[config.mk]
export PLATFORM = sky130hd
export DESIGN_NAME = rv32_alu_issue
export DESIGN_NICKNAME = d
export VERILOG_FILES = /design/src/rtl/rv32_alu_issue.sv
export SDC_FILE = /design/constraint.sdc
export NUM_CORES = 2
export LEC_CHECK = 0
export ABC_CLOCK_PERIOD_IN_PS = 48900
export CORE_ASPECT_RATIO = 1.5
export CORE_UTILIZATION = 45
export CTS_BUF_LIST = sky130_fd_sc_hd__clkbuf_2 sky130_fd_sc_hd__clkbuf_4 sky130_fd_sc_hd__clkbuf_8
export CTS_CLUSTER_DIAMETER = 60
export DETAILED_ROUTE_END_ITERATION = 10
export GPL_ROUTABILITY_DRIVEN = 1
export HOLD_SLACK_MARGIN = 0.08
export MAX_ROUTING_LAYER = met4
export PLACE_DENSITY_LB_ADDON = 0.25
export SLEW_MARGIN = 20
export SYNTH_ARGS = -nofsm -noshare
export SYNTH_HDL_FRONTEND = slang
export SYNTH_SLANG_ARGS = --single-unit
[constraint.sdc]
create_clock -name clk -period 48.9 [get_ports clk]
set_input_delay 9.78 -clock clk [delete_from_list [all_inputs] [get_ports clk]]
set_output_delay 9.78 -clock clk [all_outputs]
set_load 0.02 [all_outputs]
[src/rtl/rv32_alu_issue.sv]
// Issue stage for the combinational RV32I ALU. The stage accepts one OP or
// OP-IMM instruction, reads its sources from the internal register file,
// presents the operands to the ALU, and writes the result back to rd.
// Only one instruction is in flight: IDLE -> READ -> EXEC -> IDLE.
module rv32_alu_issue #(
  parameter int unsigned XLEN  = 32,
  parameter int unsigned NREGS = 32
) (
  input  logic            clk,
  input  logic            reset,
  input  logic [31:0]     instr,
  input  logic            instr_valid,
  output logic            instr_ready,
  output logic [XLEN-1:0] alu_operand1,
  output logic [XLEN-1:0] alu_operand2,
  output logic [3:0]      alu_operation,
  input  logic [XLEN-1:0] alu_result,
  output logic            retire_valid,
  output logic [4:0]      retire_rd,
  output logic [XLEN-1:0] retire_data,
  output logic            illegal,
  input  logic [4:0]      dbg_addr,
  output logic [XLEN-1:0] dbg_data
);

  typedef enum logic [1:0] {
    IDLE = 2'd0,
    READ = 2'd1,
    EXEC = 2'd2
  } state_t;

  localparam logic [6:0] OPC_OP     = 7'b0110011;
  localparam logic [6:0] OPC_OP_IMM = 7'b0010011;
  localparam logic [6:0] F7_ZERO    = 7'b0000000;
  localparam logic [6:0] F7_ALT     = 7'b0100000;

  state_t          state_q, state_d;
  logic [31:0]     instr_q, instr_d;
  logic [XLEN-1:0] op1_q, op1_d;
  logic [XLEN-1:0] op2_q, op2_d;
  logic [3:0]      opn_q, opn_d;
  logic            retire_valid_q, retire_valid_d;
  logic [4:0]      retire_rd_q, retire_rd_d;
  logic [XLEN-1:0] retire_data_q, retire_data_d;
  logic            illegal_q, illegal_d;
  logic [XLEN-1:0] rf_q [NREGS];
  logic            rf_we;

  // Instruction fields of the latched instruction
  logic [6:0]      opcode;
  logic [2:0]      funct3;
  logic [6:0]      funct7;
  logic [4:0]      rd, rs1, rs2;
  logic [XLEN-1:0] rs1_val, rs2_val;
  logic [XLEN-1:0] imm_sext, shamt_ext;
  logic            dec_legal;
  logic [XLEN-1:0] dec_op2;
  logic [3:0]      dec_opn;

  assign opcode    = instr_q[6:0];
  assign rd        = instr_q[11:7];
  assign funct3    = instr_q[14:12];
  assign rs1       = instr_q[19:15];
  assign rs2       = instr_q[24:20];
  assign funct7    = instr_q[31:25];
  assign rs1_val   = (rs1 == 5'd0) ? '0 : rf_q[rs1];
  assign rs2_val   = (rs2 == 5'd0) ? '0 : rf_q[rs2];
  assign imm_sext  = {{(XLEN-12){instr_q[31]}}, instr_q[31:20]};
  assign shamt_ext = {{(XLEN-5){1'b0}}, instr_q[24:20]};

  assign instr_ready   = (state_q == IDLE);
  assign alu_operand1  = op1_q;
  assign alu_operand2  = op2_q;
  assign alu_operation = opn_q;
  assign retire_valid  = retire_valid_q;
  assign retire_rd     = retire_rd_q;
  assign retire_data   = retire_data_q;
  assign illegal       = illegal_q;
  assign dbg_data      = (dbg_addr == 5'd0) ? '0 : rf_q[dbg_addr];

  // Decode the latched instruction into legality, operand2 and ALU code
  always_comb begin
    dec_legal = 1'b0;
    dec_op2   = rs2_val;
    dec_opn   = {instr_q[30], funct3};
    if (opcode == OPC_OP) begin
      dec_op2   = rs2_val;
      dec_opn   = {instr_q[30], funct3};
      dec_legal = (funct7 == F7_ZERO) ||
                  ((funct7 == F7_ALT) && ((funct3 == 3'b000) || (funct3 == 3'b101)));
    end else if (opcode == OPC_OP_IMM) begin
      case (funct3)
        3'b001: begin
          dec_op2   = shamt_ext;
          dec_opn   = 4'b0001;
          dec_legal = (funct7 == F7_ZERO);
        end
        3'b101: begin
          dec_op2   = shamt_ext;
          dec_opn   = (funct7 == F7_ALT) ? 4'b1101 : 4'b0101;
          dec_legal = (funct7 == F7_ZERO) || (funct7 == F7_ALT);
        end
        default: begin
          dec_op2   = imm_sext;
          dec_opn   = {1'b0, funct3};
          dec_legal = 1'b1;
        end
      endcase
    end
  end

  // Next-state and registered-output logic of the issue FSM
  always_comb begin
    state_d        = state_q;
    instr_d        = instr_q;
    op1_d          = op1_q;
    op2_d          = op2_q;
    opn_d          = opn_q;
    retire_valid_d = 1'b0;
    retire_rd_d    = retire_rd_q;
    retire_data_d  = retire_data_q;
    illegal_d      = 1'b0;
    rf_we          = 1'b0;
    case (state_q)
      IDLE: begin
        if (instr_valid) begin
          instr_d = instr;
          state_d = READ;
        end
      end
      READ: begin
        if (dec_legal) begin
          op1_d   = rs1_val;
          op2_d   = dec_op2;
          opn_d   = dec_opn;
          state_d = EXEC;
        end else begin
          illegal_d = 1'b1;
          state_d   = IDLE;
        end
      end
      EXEC: begin
        rf_we          = (rd != 5'd0);
        retire_valid_d = 1'b1;
        retire_rd_d    = rd;
        retire_data_d  = alu_result;
        state_d        = IDLE;
      end
      default: state_d = IDLE;
    endcase
  end

  // State and output registers
  always_ff @(posedge clk or posedge reset) begin
    if (reset) begin
      state_q        <= IDLE;
      instr_q        <= '0;
      op1_q          <= '0;
      op2_q          <= '0;
      opn_q          <= '0;
      retire_valid_q <= 1'b0;
      retire_rd_q    <= '0;
      retire_data_q  <= '0;
      illegal_q      <= 1'b0;
    end else begin
      state_q        <= state_d;
      instr_q        <= instr_d;
      op1_q          <= op1_d;
      op2_q          <= op2_d;
      opn_q          <= opn_d;
      retire_valid_q <= retire_valid_d;
      retire_rd_q    <= retire_rd_d;
      retire_data_q  <= retire_data_d;
      illegal_q      <= illegal_d;
    end
  end

  // Register file write-back; x0 is never written
  always_ff @(posedge clk or posedge reset) begin
    if (reset) begin
      for (int unsigned i = 0; i < NREGS; i++) begin
        rf_q[i] <= '0;
      end
    end else if (rf_we) begin
      rf_q[rd] <= alu_result;
    end
  end

endmodule

==> results.md <==
* Synth Area in Simple Gates at 2.57%
* Core Util, Final at 50.4%
* Cts repair resizes at 0
* Critical Path Fanout Max at between 60 and 70
* Seq/Total Area, Yosys at 43.0%
* Final TNS setup at 0 ns
* CP endpoint kind: output port
* Worst path bufs/invs at 4
* Slew Limit Fails at 0
* Highest clock rate at 41.6 MHz
* Top Family by Delay on Critical Path: buffers and inverters
* Clock power frac at 37.6%
* Leak Pwr at 32.0 nW
* Reg2reg path depth at 8
* CTS max path bufs at 3
* 1st-pass router iterations at 8
* Detailed Route Iter0 Violations at roughly 5500
* Final Hold Viols at 0
* Status: finished, final reports clean
* Max Used Layer: met4
* Vias per cell at 7.08
* Root Buffer: clkbuf_8
* RR Startpoint: instr_q[15]
* Net Sw Power at slightly above 0.8 mW
* Fillers at 12800
* Final #Nets at 4665
* Die Area at 0.152 sq mm
* Worst slack, placed at 24.83 ns
* Peak VDD IR at 0.0272 mV
* Vias in the first global route at 48000
* DR WL/cell at approximately 37 um
* Sw Ratio at 31.2%
* Arrival @ worst endpoint at roughly 14 ns
* Largest net degree at the start of global routing at 158
* IO Count at approximately 210
* Clk_skew at 0.0546 ns
* Int Pwr at 1.78 mW
* Mux contribution to synthesized area at 45.7%
* Synth Area in Compound Gates at 4.80%
* Syn. warnings at 0
* Worst Setup Slack, final at ~25 ns
* Core Rows at about 170
* Sink Count at 1165
* Commonest non-fill, non-tap cell in the layout: dfrtp_1
* Slew margin rel. at roughly 19%
* First-pass GRT wire length at ~360000 um
* Area of the core at 0.150 sq mm
* Die H at 478 um
* Synth Register Bits at 1165
* Post-synthesis xor/xnor area fraction at 0%
* Worst-margin pin slew at 1.21 ns
* Hold EP: rf_q[996]
* Synth cell types at 60
* Fraction of layout instances using a drive strength above 1 at 48.1%
* Routed Wire Length at 251000 um
* CP required at 39.12 ns
* Routed met2 length at 118000 um
* CTS hold repair buffers at 0
* Post-Syn Nets at 4661
* RSZ-0062 raised after global routing: no
* Reg2reg end: alu_operand1[20]
* Min-delay src: rf_q[996]
* Wl on met1 at ~89000 um
* Synth Flop Type: dfrtp_1
* Die Span X at around 320 um
* Comb pwr share at 21.2%
* Critical path's slowest cell: buf_4
* Maxcap violations at 0
* Tightest Hold Check Type: flop to flop
* Largest family of logic cells by synthesized area: multiplexers
* Flop2flop setup slack at 43.90 ns
* Synth Area in Adders at 0%
* Async SR Flop Fraction at between 90% and 100%
* Reg power frac at 41.3%
* Initial antenna violation count at 26
* # setup viols final at 0
* Syn Area/Cell at 14.8 sq um
* Drt drc at 0
* Cell breakdown of the critical path: buf_8, buf_4, buf_4, mux4_2, mux4_2, nand2_1, o21ai_1, clkdlybuf4s50_1
* Final HPWL DP at 143000 um
* Via Count at 47500
* CTS tree: done
* Cells after Synth at around 4600
* Initial Utilization at 45.3%
* Hold path depth at 0
* Final period utilization at around half
* Placer Congestion at around 0.87
* Most frequent cells in the layout: dfrtp_1, mux2_2, mux4_2
* Post-Syn Area at 0.0679 sq mm
* Met3 Wirelength at 23700 um
* ANT nets after route at 0
* Critical path's largest stage delay at a little over 0.8 ns
* Worst skew pair latency at 0.98 ns
* GRT overflow at 0
* Startpoint Class: primary input
* H-tree Lvls at 4
* Critical path class: primary input to output port
* GRT Util Overall at 34.1%
* PortBufs at 211
* Power Dens Cells at 34.2 mW/mm^2
* Total power at between 2 and 3 mW
* P&R area growth vs syn at 11.3%
* Worst-path clk slew at 0.06 ns
* Post-synth EDFFs at 0
* # Post-CTS Setup Buffers at 0
* WHS at ~0.41 ns
* Inserted Clock Buffers at 190
* Fin crit period at 24.03 ns
## cell families after synthesis
| kind of cell | after synthesis |
|---|---|
| AO/OA/AOI/OAI | 454 |
| buffers and inverters | 564 |
| flip-flops | 1165 |
| multiplexers | 2007 |
| AND/OR/NAND/NOR | 399 |
## registers in the layout (all words and copies together) (netlist names)
signal / count
rf_q: 1024
alu_operand1: 32
alu_operand2: 32
instr_q: 32
retire_data: 32
retire_rd: 5
alu_operation: 4
state_q: 2
illegal: 1
retire_valid: 1
## Yosys cell counts, drive strengths merged, types with 4 or more instances
cell | count | area share (%)
mux2 | 1066 | 18
nand3 | 5 | 0.037
a31oi | 21 | 0.19
nor4 | 4 | 0.046
nor2 | 89 | 0.49
a21oi | 69 | 0.51
nor2b | 13 | 0.12
mux4 | 767 | 25
a22oi | 112 | 1.2
nor3 | 8 | 0.074
dfrtp | 1165 | 43
mux2i | 174 | 2.6
nand2b | 13 | 0.12
buf | 284 | 2.4
o22ai | 22 | 0.20
o211ai | 13 | 0.14
nand2 | 234 | 1.3
inv | 38 | 0.21
o21bai | 22 | 0.24
o21ai | 76 | 0.56
a22o | 24 | 0.31
and2 | 7 | 0.065
and3 | 6 | 0.055
a221oi | 77 | 1.2
clkbuf | 241 | 1.3
## routing by layer
layer / vias up / track usage, %
li1: 18000 / -
met1: 25500 / 40.9
met2: 3046 / 52.0
met3: 851 / 7.64
met4: 0 / 21.9
met5: - / -
## per-stage QoR
step                std cells  area [sq um]
floorplan                4589         67900
global placement         6337         71200
detailed placement       6337         71200
CTS                      6687         75500
global route             6704         75500
finish                   6707         75500
## power by group through the flow
| stage | clock, mW | sequential [mW] | combinational, mW |
|---|---|---|---|
| 4_1_cts | 0.985 | 1.06 | 0.542 |
| 3_5_place_dp | 0 | 1.08 | 0.541 |
| 5_1_grt | 1.02 | 1.07 | 0.568 |
| 2_1_floorplan | 0 | 1.07 | 0.349 |
| 3_3_place_gp | 0 | 1.08 | 0.537 |
| 6_report | 0.972 | 1.07 | 0.547 |
## layout make-up
cell class              instances  area [sq um]  area share (%)
diodes                         20          50.0          0.0663
clock buffers                 302          3810            5.04
clock inverters                48           513           0.679
inverters                      39           154           0.204
multi-input cells            2860         36300            48.1
flip-flops and latches       1165         29200            38.6
well taps                    1936          2420            3.21
repair buffers                337          3060            4.05
## how the worst max path moves through the flow
stage                     start               to  slack, ns  cells past startpoint
finish              dbg_addr[0]     dbg_data[31]      24.87                      8
global route        dbg_addr[0]     dbg_data[31]      24.57                      8
CTS                 dbg_addr[0]     dbg_data[31]      24.83                      8
detailed placement  dbg_addr[0]     dbg_data[31]      24.83                      8
global placement    dbg_addr[0]     dbg_data[31]      24.89                      8
floorplan                 reset  alu_operand1[0]       6.31                      1
Power figures use the tool's default switching activity.
